## src/rtl/training_wrr_arbiter_pkg.sv

```systemverilog
// Shared types and one-hot helpers for the training fabric arbiter.
package training_arb_pkg;

  typedef enum logic [1:0] {
    ARB_RR   = 2'd0,
    ARB_SP   = 2'd1,
    ARB_WRR  = 2'd2,
    ARB_RSVD = 2'd3
  } arb_mode_e;

  localparam int unsigned DEF_W  = 8;
  localparam int unsigned DEF_CW = 4;
  // Helpers work on a fixed-width container; callers zero-extend W-bit vectors.
  localparam int unsigned MAX_W  = 64;

  function automatic logic [MAX_W-1:0] onehot_lowest(input logic [MAX_W-1:0] v);
    return v & (~v + MAX_W'(1));
  endfunction

  function automatic int unsigned onehot_to_idx(input logic [MAX_W-1:0] v);
    int unsigned idx;
    idx = 0;
    for (int unsigned i = 0; i < MAX_W; i++) begin
      if (v[i]) idx = i;
    end
    return idx;
  endfunction

endpackage

```

## src/rtl/training_wrr_arbiter_rr_pick.sv

```systemverilog
// Combinational rotating-priority picker; the search starts just above base.
module training_rr_pick
  import training_arb_pkg::*;
#(
  parameter int unsigned W = DEF_W
) (
  input  logic [W-1:0] base,
  input  logic [W-1:0] in,
  input  logic         sp,
  output logic [W-1:0] select
);

  logic [W-1:0]   base_eff;
  logic [W-1:0]   above;
  logic [W-1:0]   masked;
  logic [2*W-1:0] dbl;
  logic [2*W-1:0] dbl_low;

  always_comb begin
    base_eff = (base == '0) ? {1'b1, {(W-1){1'b0}}} : (base & (~base + W'(1)));
    above    = ~((base_eff << 1) - W'(1));
    masked   = in & above;
    // Lower half holds requests above base; upper half wraps back to index 0.
    dbl      = {in, masked};
    dbl_low  = dbl & (~dbl + (2*W)'(1));
    if (sp) select = in & (~in + W'(1));
    else    select = dbl_low[W-1:0] | dbl_low[2*W-1:W];
  end

endmodule

```

## src/rtl/training_wrr_arbiter.sv

```systemverilog
// RR / SP / WRR arbiter with grant lock, forced restart pointer and registered one-hot grant.
module training_wrr_arbiter
  import training_arb_pkg::*;
#(
  parameter int unsigned W  = DEF_W,
  parameter int unsigned CW = DEF_CW
) (
  input  logic          clk,
  input  logic          reset,
  input  logic [1:0]    mode,
  input  logic [W-1:0]  req,
  input  logic [W*CW-1:0] weight,
  input  logic          arb,
  input  logic          lock,
  input  logic          restart,
  input  logic [W-1:0]  restart_in,
  output logic [W-1:0]  grant,
  output logic          grant_valid,
  output logic [W-1:0]  last
);

  arb_mode_e       cur_mode;
  logic [CW-1:0]   credit;
  logic [W-1:0]    pick;
  logic [CW-1:0]   win_w;
  logic            hold_ok;
  logic [W-1:0]    next_grant;
  logic [CW-1:0]   next_credit;
  logic [W-1:0]    restart_low;

  training_rr_pick #(.W(W)) u_pick (
    .base   (last),
    .in     (req),
    .sp     (cur_mode == ARB_SP),
    .select (pick)
  );

  always_comb begin
    cur_mode    = arb_mode_e'(mode);
    restart_low = W'(onehot_lowest(MAX_W'(restart_in)));
    win_w       = '0;
    for (int unsigned i = 0; i < W; i++) begin
      if (pick[i]) win_w = weight[i*CW +: CW];
    end
    hold_ok     = grant_valid && ((req & grant) != '0) && (credit != '0);
    next_grant  = pick;
    next_credit = '0;
    if (cur_mode == ARB_WRR) begin
      if (hold_ok) begin
        next_grant  = grant;
        next_credit = credit - CW'(1);
      end else if (pick == '0) begin
        next_credit = credit;
      end else begin
        // Weight 0 is treated as 1: a single grant with no extra credit.
        next_credit = (win_w == '0) ? '0 : win_w - CW'(1);
      end
    end
  end

  always_ff @(posedge clk) begin
    if (reset) begin
      grant       <= '0;
      grant_valid <= 1'b0;
      last        <= '0;
      credit      <= '0;
    end else if (restart) begin
      grant       <= '0;
      grant_valid <= 1'b0;
      last        <= restart_low;
      credit      <= '0;
    end else if (lock && grant_valid) begin
      grant       <= grant;
      grant_valid <= grant_valid;
      last        <= last;
      credit      <= credit;
    end else if (arb) begin
      grant       <= next_grant;
      grant_valid <= (next_grant != '0);
      if (next_grant != '0) last <= next_grant;
      credit      <= next_credit;
    end
  end

endmodule

```

## config.mk

```make
export PLATFORM = sky130hd
export DESIGN_NAME = training_wrr_arbiter
export DESIGN_NICKNAME = d
export VERILOG_FILES = /design/src/rtl/training_wrr_arbiter_pkg.sv /design/src/rtl/training_wrr_arbiter_rr_pick.sv /design/src/rtl/training_wrr_arbiter.sv
export SDC_FILE = /design/constraint.sdc
export NUM_CORES = 1
export LEC_CHECK = 0
export CAP_MARGIN = 40
export CELL_PAD_IN_SITES_DETAIL_PLACEMENT = 0
export CELL_PAD_IN_SITES_GLOBAL_PLACEMENT = 1
export CORE_MARGIN = 5
export CORE_UTILIZATION = 28
export CTS_BUF_LIST = sky130_fd_sc_hd__clkbuf_4 sky130_fd_sc_hd__clkbuf_8 sky130_fd_sc_hd__clkbuf_16
export DETAILED_ROUTE_END_ITERATION = 8
export HOLD_SLACK_MARGIN = 0.12
export PLACE_DENSITY_LB_ADDON = 0.1
export RECOVER_POWER = 100
export SYNTH_ARGS = -nofsm -noshare
export SYNTH_HDL_FRONTEND = slang
export SYNTH_SLANG_ARGS = --single-unit
```

## constraint.sdc

```tcl
create_clock -name clk -period 3.3 [get_ports clk]
set_input_delay 0.495 -clock clk [delete_from_list [all_inputs] [get_ports clk]]
set_output_delay 0.495 -clock clk [all_outputs]
set_load 0.05 [all_outputs]
```

== Word level (Yosys, flattened, before mapping) ==
Cells that the tools add are included.

* Bits in registers: 21
* Logic and storage cells: 63

* $add $sub $neg: 7
* Eq/ne operators: 4
* Muxes and demuxes: 20
* Bitwise gates (word level): 13
* Reductions and logical operators: 15

{| class="wikitable"
|+ Operator list
! kind !! count
|-
| 8-bit 2-to-1 mux || 7
|-
| 4-bit 2-to-1 mux || 12
|-
| 8-bit bitwise AND || 4
|-
| 8-bit NOT || 3
|-
| 16-bit by 1-bit adder with 16-bit output, second input constant || 1
|-
| 8-bit by 1-bit adder with 8-bit output, second input constant || 2
|-
| 16-bit bitwise AND || 1
|-
| 8-bit logical NOT || 2
|-
| 16-bit NOT || 1
|-
| 8-bit nonzero test || 2
|-
| 8-bit bitwise OR || 1
|-
| 4-bit by 1-bit subtractor with 4-bit output, second input constant || 2
|-
| 8-bit by 1-bit subtractor with 8-bit output, second input constant || 1
|-
| 7-bit by 1-bit adder with 7-bit output, second input constant || 1
|-
| 7-bit bitwise AND || 1
|-
| 7-bit 2-to-1 mux || 1
|-
| 7-bit NOT || 1
|-
| 3-bit AND reduction || 2
|-
| 4-bit logical NOT || 1
|-
| 2-bit nonzero test || 2
|-
| 4-bit nonzero test || 1
|-
| 1-bit logical AND || 3
|-
| 3-bit inequality test, second input constant || 1
|-
| 2-bit by 1-bit == test with 1-bit output, second input constant || 1
|-
| 5 further kinds || 5
|}

== Depth between registers and ports, before layout ==
* Word-level depth: 25
* Gate-level depth with buffers: 13
* Gate-level depth less buffers: 12

== Cells and area by module ==
A second synthesis with hierarchy kept.

* Cells, all modules: 261
* Area total of the unflattened synthesis: 1994.4 µm²

{| class="wikitable"
|+ By module, submodules not included
! module !! times used !! cells an instance !! area each (µm²)
|-
| training_wrr_arbiter || 1 || 207 || 1654.1
|-
| training_rr_pick || 1 || 54 || 340.3
|}

== Worst setup path after synthesis ==
OpenSTA, ideal clock, no wires.

* Kind: register -> register
* Start point: reg last[0]
* End point: reg credit[3]
* Data arrival time: 3.394 ns
* Required time: 3.227 ns
* Slack: -0.167 ns
* Stages on the path, launching flop included: 14
* Path buffers: 1
* Period minus slack after synthesis: 3.467 ns
* Cell sequence: dfxtp_1 > buf_2 > or4_4 > o41ai_4 > nand4_2 > o2bb2ai_2 > a2111oi_0 > or3_1 > and2_1 > ha_1 > inv_1 > a31oi_1 > mux2_4 > o22ai_2

* Word-level cells in the longest chain between the ends: 25
* Elaborated cells between the ends (all ways): 30

{| class="wikitable"
|+ RTL lines
! what !! line !! source
|-
| start: declaration || training_wrr_arbiter.sv:19 || <nowiki>output logic [W-1:0] last</nowiki>
|-
| start signal: assignment || training_wrr_arbiter.sv:70 || <nowiki>last <= restart_low;</nowiki>
|-
| start signal: assignment || training_wrr_arbiter.sv:75 || <nowiki>last <= last;</nowiki>
|-
| start signal: assignment || training_wrr_arbiter.sv:80 || <nowiki>if (next_grant != '0) last <= next_grant;</nowiki>
|-
| 7-bit NOT || training_wrr_arbiter_rr_pick.sv:20 || <nowiki>base_eff = (base == '0) ? {1'b1, {(W-1){1'b0}}} : (base & (~base + W'(1)));</nowiki>
|-
| 7-bit by 1-bit adder with 7-bit output || training_wrr_arbiter_rr_pick.sv:20 ||
|-
| 7-bit bitwise AND || training_wrr_arbiter_rr_pick.sv:20 ||
|-
| 7-bit 2-to-1 mux * || training_wrr_arbiter_rr_pick.sv:20 ||
|-
| 8-bit by 1-bit subtractor with 8-bit output * || training_wrr_arbiter_rr_pick.sv:21 || <nowiki>above = ~((base_eff << 1) - W'(1));</nowiki>
|-
| 8-bit NOT * || training_wrr_arbiter_rr_pick.sv:21 ||
|-
| 8-bit bitwise AND * || training_wrr_arbiter_rr_pick.sv:22 || <nowiki>masked = in & above;</nowiki>
|-
| 16-bit NOT || training_wrr_arbiter_rr_pick.sv:25 || <nowiki>dbl_low = dbl & (~dbl + (2*W)'(1));</nowiki>
|-
| (+2 left out) || -- ||
|-
| 8-bit bitwise OR * || training_wrr_arbiter_rr_pick.sv:27 || <nowiki>else select = dbl_low[W-1:0] | dbl_low[2*W-1:W];</nowiki>
|-
| 8-bit 2-to-1 mux * || training_wrr_arbiter_rr_pick.sv:26 || <nowiki>if (sp) select = in & (~in + W'(1));</nowiki>
|-
| 4-bit 2-to-1 mux (8 in a row) || training_wrr_arbiter.sv:43 || <nowiki>if (pick[i]) win_w = weight[i*CW +: CW];</nowiki>
|-
| 4-bit by 1-bit subtractor with 4-bit output / 4-bit logical NOT (equally long branches) || training_wrr_arbiter.sv:56 || <nowiki>next_credit = (win_w == '0) ? '0 : win_w - CW'(1);</nowiki>
|-
| 4-bit 2-to-1 mux || training_wrr_arbiter.sv:56 ||
|-
| 4-bit 2-to-1 mux || training_wrr_arbiter.sv:52 || <nowiki>end else if (pick == '0) begin</nowiki>
|-
| 4-bit 2-to-1 mux || training_wrr_arbiter.sv:49 || <nowiki>if (hold_ok) begin</nowiki>
|-
| 4-bit 2-to-1 mux || training_wrr_arbiter.sv:48 || <nowiki>if (cur_mode == ARB_WRR) begin</nowiki>
|-
| end signal: assignment || training_wrr_arbiter.sv:76 || <nowiki>credit <= credit;</nowiki>
|-
| end signal: assignment || training_wrr_arbiter.sv:81 || <nowiki>credit <= next_credit;</nowiki>
|-
| end: declaration || training_wrr_arbiter.sv:23 || <nowiki>logic [CW-1:0] credit;</nowiki>
|}

Every way passes the cells marked *; elsewhere a longest branch is shown, timed or not. The select of a mux whose other input is x is not followed.
A chain may end at the register's enable or synchronous reset.

== Worst setup path after layout ==
Ends and elaborated chain as after synthesis.

==> flow_metrics.py <==
metrics = {
    "outcome": {
        "outcome": "completed",
    },
    "yosys": {
        "synth_cells": 266,
        "synth_seq_area_share_pct": 21.3,
        "yosysTopAreaCellShare_pct": 21.3,
        "yosys_most_used_dff": "dfxtp_1",
        "yosys.cell_count.top_type": "nor2_1",
        "synth_area_per_cell_um2": 7.41,
        "synth_area_leaders": "dfxtp_1 21%, nor2_1 5.5%, nand2_1 4.6%",
        "async_flop_share_pct": 0,
        "synth.distinct_cells": 63,
        "ys_seq_elements": 21,
        "synth_common_cells": "29 x nor2_1, 24 x nand2_1, 21 x dfxtp_1, 15 x a21oi_1",
        "yosysTopAreaCell": "dfxtp_1",
        "syn_nets": 324,
        "synth-edff-count": 0,
        "netlist_area_um2": 1970,
        "yosys_warnings": 0,
    },
    "worst_setup_path": {
        "crit_family": "simple AND/OR/NAND/NOR gates",
        "worst_setup_path_start_kind": "flip-flop",
        "slowest_delay_ns": 0.56,
        "crit_fanout": 6,
        "path_class": "reg -> reg",
        "crit_chain": "or4_4, o41ai_4, buf_6, o32a_4, o221a_4, o21ai_0, or3_1, and2_1, ha_2, inv_2, a31oi_1, mux2_4, o22ai_2",
        "slowest_stage": "or4_4",
        "worst_ep_required_time_ns": 3.50,
        "worstPathArrival_ns": 3.42,
        "worst-path-buf-inv": 2,
        "end_kind": "flip-flop",
        "rrSetupSlack_ns": 0.08,
    },
    "sta": {
        "slew_headroom_pct": 61.7,
        "tightest_slew_ns": 0.573,
        "skew_ns": 0.0126,
        "finalCritPeriodShare_pct": 97.4,
        "finalSetupTns_ns": 0,
        "hold_viol": 0,
        "slew_viol_final": 0,
        "fmax_mhz": 311,
        "whs_ns": 0.507,
        "setup_violations": 0,
        "fin_crit_ns": 3.22,
    },
    "die": {
        "io-pin-count": 72,
        "rows": 30,
        "dieArea_um2": 8820,
        "fp.dieH_um": 93.9,
        "core-area_um2": 6830,
        "die_w_um": 93.9,
        "initial_utilization_pct": 28.9,
    },
    "clock_network": {
        "tritoncts": "built",
        "cts_buffers": 3,
        "h-tree-depth": 1,
        "cts.clk_slew.worst_paths_ns": 0.10,
        "clkSinkCount": 21,
        "cts.path.max_buffers": 2,
        "ctsRootBufferMaster": "clkbuf_8",
        "clkLatencyLatePin_ns": 0.28,
    },
    "grt": {
        "grt_pass1_vias": 2519,
        "antenna_found_initial": 0,
        "grt_first_pass_wirelength_um": 13000,
        "grt_max_degree": 18,
        "grt_use_total_pct": 18.6,
        "grt_overflow": 0,
    },
    "placement": {
        "dpl_cell_area_um2": 3230,
        "hpwl_um": 6870,
        "gp_congestion": 0.894,
        "port_buffers": 71,
    },
    "finish": {
        "nNetsFinal": 459,
        "finish.instance_area_um2": 3470,
        "area_delta_synth_final_pct": 76.0,
        "fillers": 708,
        "drive_gt1_share_pct": 26.3,
        "diodes": 0,
    },
    "min_path": {
        "hold_class": "reg -> reg",
    },
    "power_and_ir_drop": {
        "total_leakage_power_nw": 1.39,
        "pwr_density_cell_nw_per_um2": 310,
        "peakVddDrop_mv": 0.151,
    },
    "drt": {
        "via_count": 2639,
        "drt_iter0_drc": 164,
        "drc": 0,
        "drtPass1Iterations": 4,
        "drt_wl_total_um": 8360,
        "drt-vias-per-instance": 5.32,
        "postRouteAntennaNets": 0,
        "wl_per_cell_um": 16.9,
    },
    "job": {
        "cap_violations": 0,
    },
}
cell type report:
class / instances / area, um2 / share of cell area, %
Sequential cell: 21 / 428 / 12.3
Clock inverter: 1 / 7.51 / 0.216
Clock buffer: 3 / 41.3 / 1.19
Inverter: 12 / 45.0 / 1.30
Timing Repair Buffer: 141 / 1230 / 35.5
Tap cell: 96 / 120 / 3.46
Multi-Input combinational cell: 222 / 1600 / 46.0
final timing paths:
path,startpoint,to,cells past startpoint
setup / recovery,last[0]$_SDFFE_PP0P_,credit[3]$_SDFFE_PP0P_,13
hold / removal,last[7]$_SDFFE_PP0P_,last[7]$_SDFFE_PP0P_,2
setup reg to reg,last[0]$_SDFFE_PP0P_,credit[3]$_SDFFE_PP0P_,13
hold reg to reg,last[7]$_SDFFE_PP0P_,last[7]$_SDFFE_PP0P_,2
power breakdown:
group	internal [mW]	leakage (nW)	switching (mW)
registers	0.264	0.172	0.0118
clock network	0.0858	0.0217	0.104
logic	0.314	1.20	0.297
sequential cells by signal, summed over array words and instances (netlist names):
| name | cells |
|---|---|
| grant | 8 |
| last | 8 |
| grant_valid | 1 |
| credit | 4 |
per-stage QoR:
step                      power, mW  utilization (%)  cells  worst slack, ns
after floorplan               0.579                -    266          0.00378
after global placement        0.832             47.3    481           -0.159
after detailed placement      0.831             47.3    481           -0.179
after CTS                      1.03             48.2    485           0.0158
after global routing           1.14             50.8    496          -0.0203
final                          1.08             50.8    496           0.0845
logic make-up after synthesis:
group / count (synthesis) / share of synthesized area, %
AO/OA/AOI/OAI: 98 / 38.8
adder cells (fa/ha/maj): 3 / 1.90
flip-flops: 21 / 21.3
XOR/XNOR: 1 / 0.444
multiplexers: 5 / 2.86
AND/OR/NAND/NOR: 115 / 30.2
buffers and inverters: 23 / 4.50
cells in the final DEF, fill, tap and decap left out, types with 3 or more instances in the layout:
master,instances
a211oi_1,5
a21o_1,3
a21oi_1,15
a222oi_1,4
a22oi_1,4
a31oi_1,5
a32oi_1,3
and2_1,4
buf_4,66
clkbuf_8,3
clkdlybuf4s50_1,54
dfxtp_1,19
dlygate4sd3_1,17
inv_1,11
mux2i_1,3
nand2_1,23
nand2b_1,5
nand3_1,8
nand3b_1,4
nand4_1,8
nor2_1,28
nor2b_1,4
nor3_1,8
nor4_1,4
o21a_1,3
o21ai_0,12
o21bai_1,3
o31ai_1,3
or3_1,3
tightest hold or removal path: cells and delay by family, from the launching register on:
| kind | cells | cell delay (ns) |
|---|---|---|
| and+or+nand+nor | 1 | 0.10 |
| AOI/OAI and AO/OA | 1 | 0.05 |
| DFF | 1 | 0.32 |
layer usage:
metal  global-route usage (%)  vias up  wire length (um)
li1                         -     1320                 -
met1                     26.2     1258              3920
met2                     29.5       53              3920
met3                     2.56        8               426
met4                     4.69        0                89
met5                        0        -                 0
repair_timing:
item,CTS,global route
setup endpoints to repair,2,9
resized for setup,1,20
hold buffers,0,0
endpoints found under the hold margin,0,0
setup buffers,0,11
pin swaps,1,13
(Power assumes the default switching activity.)
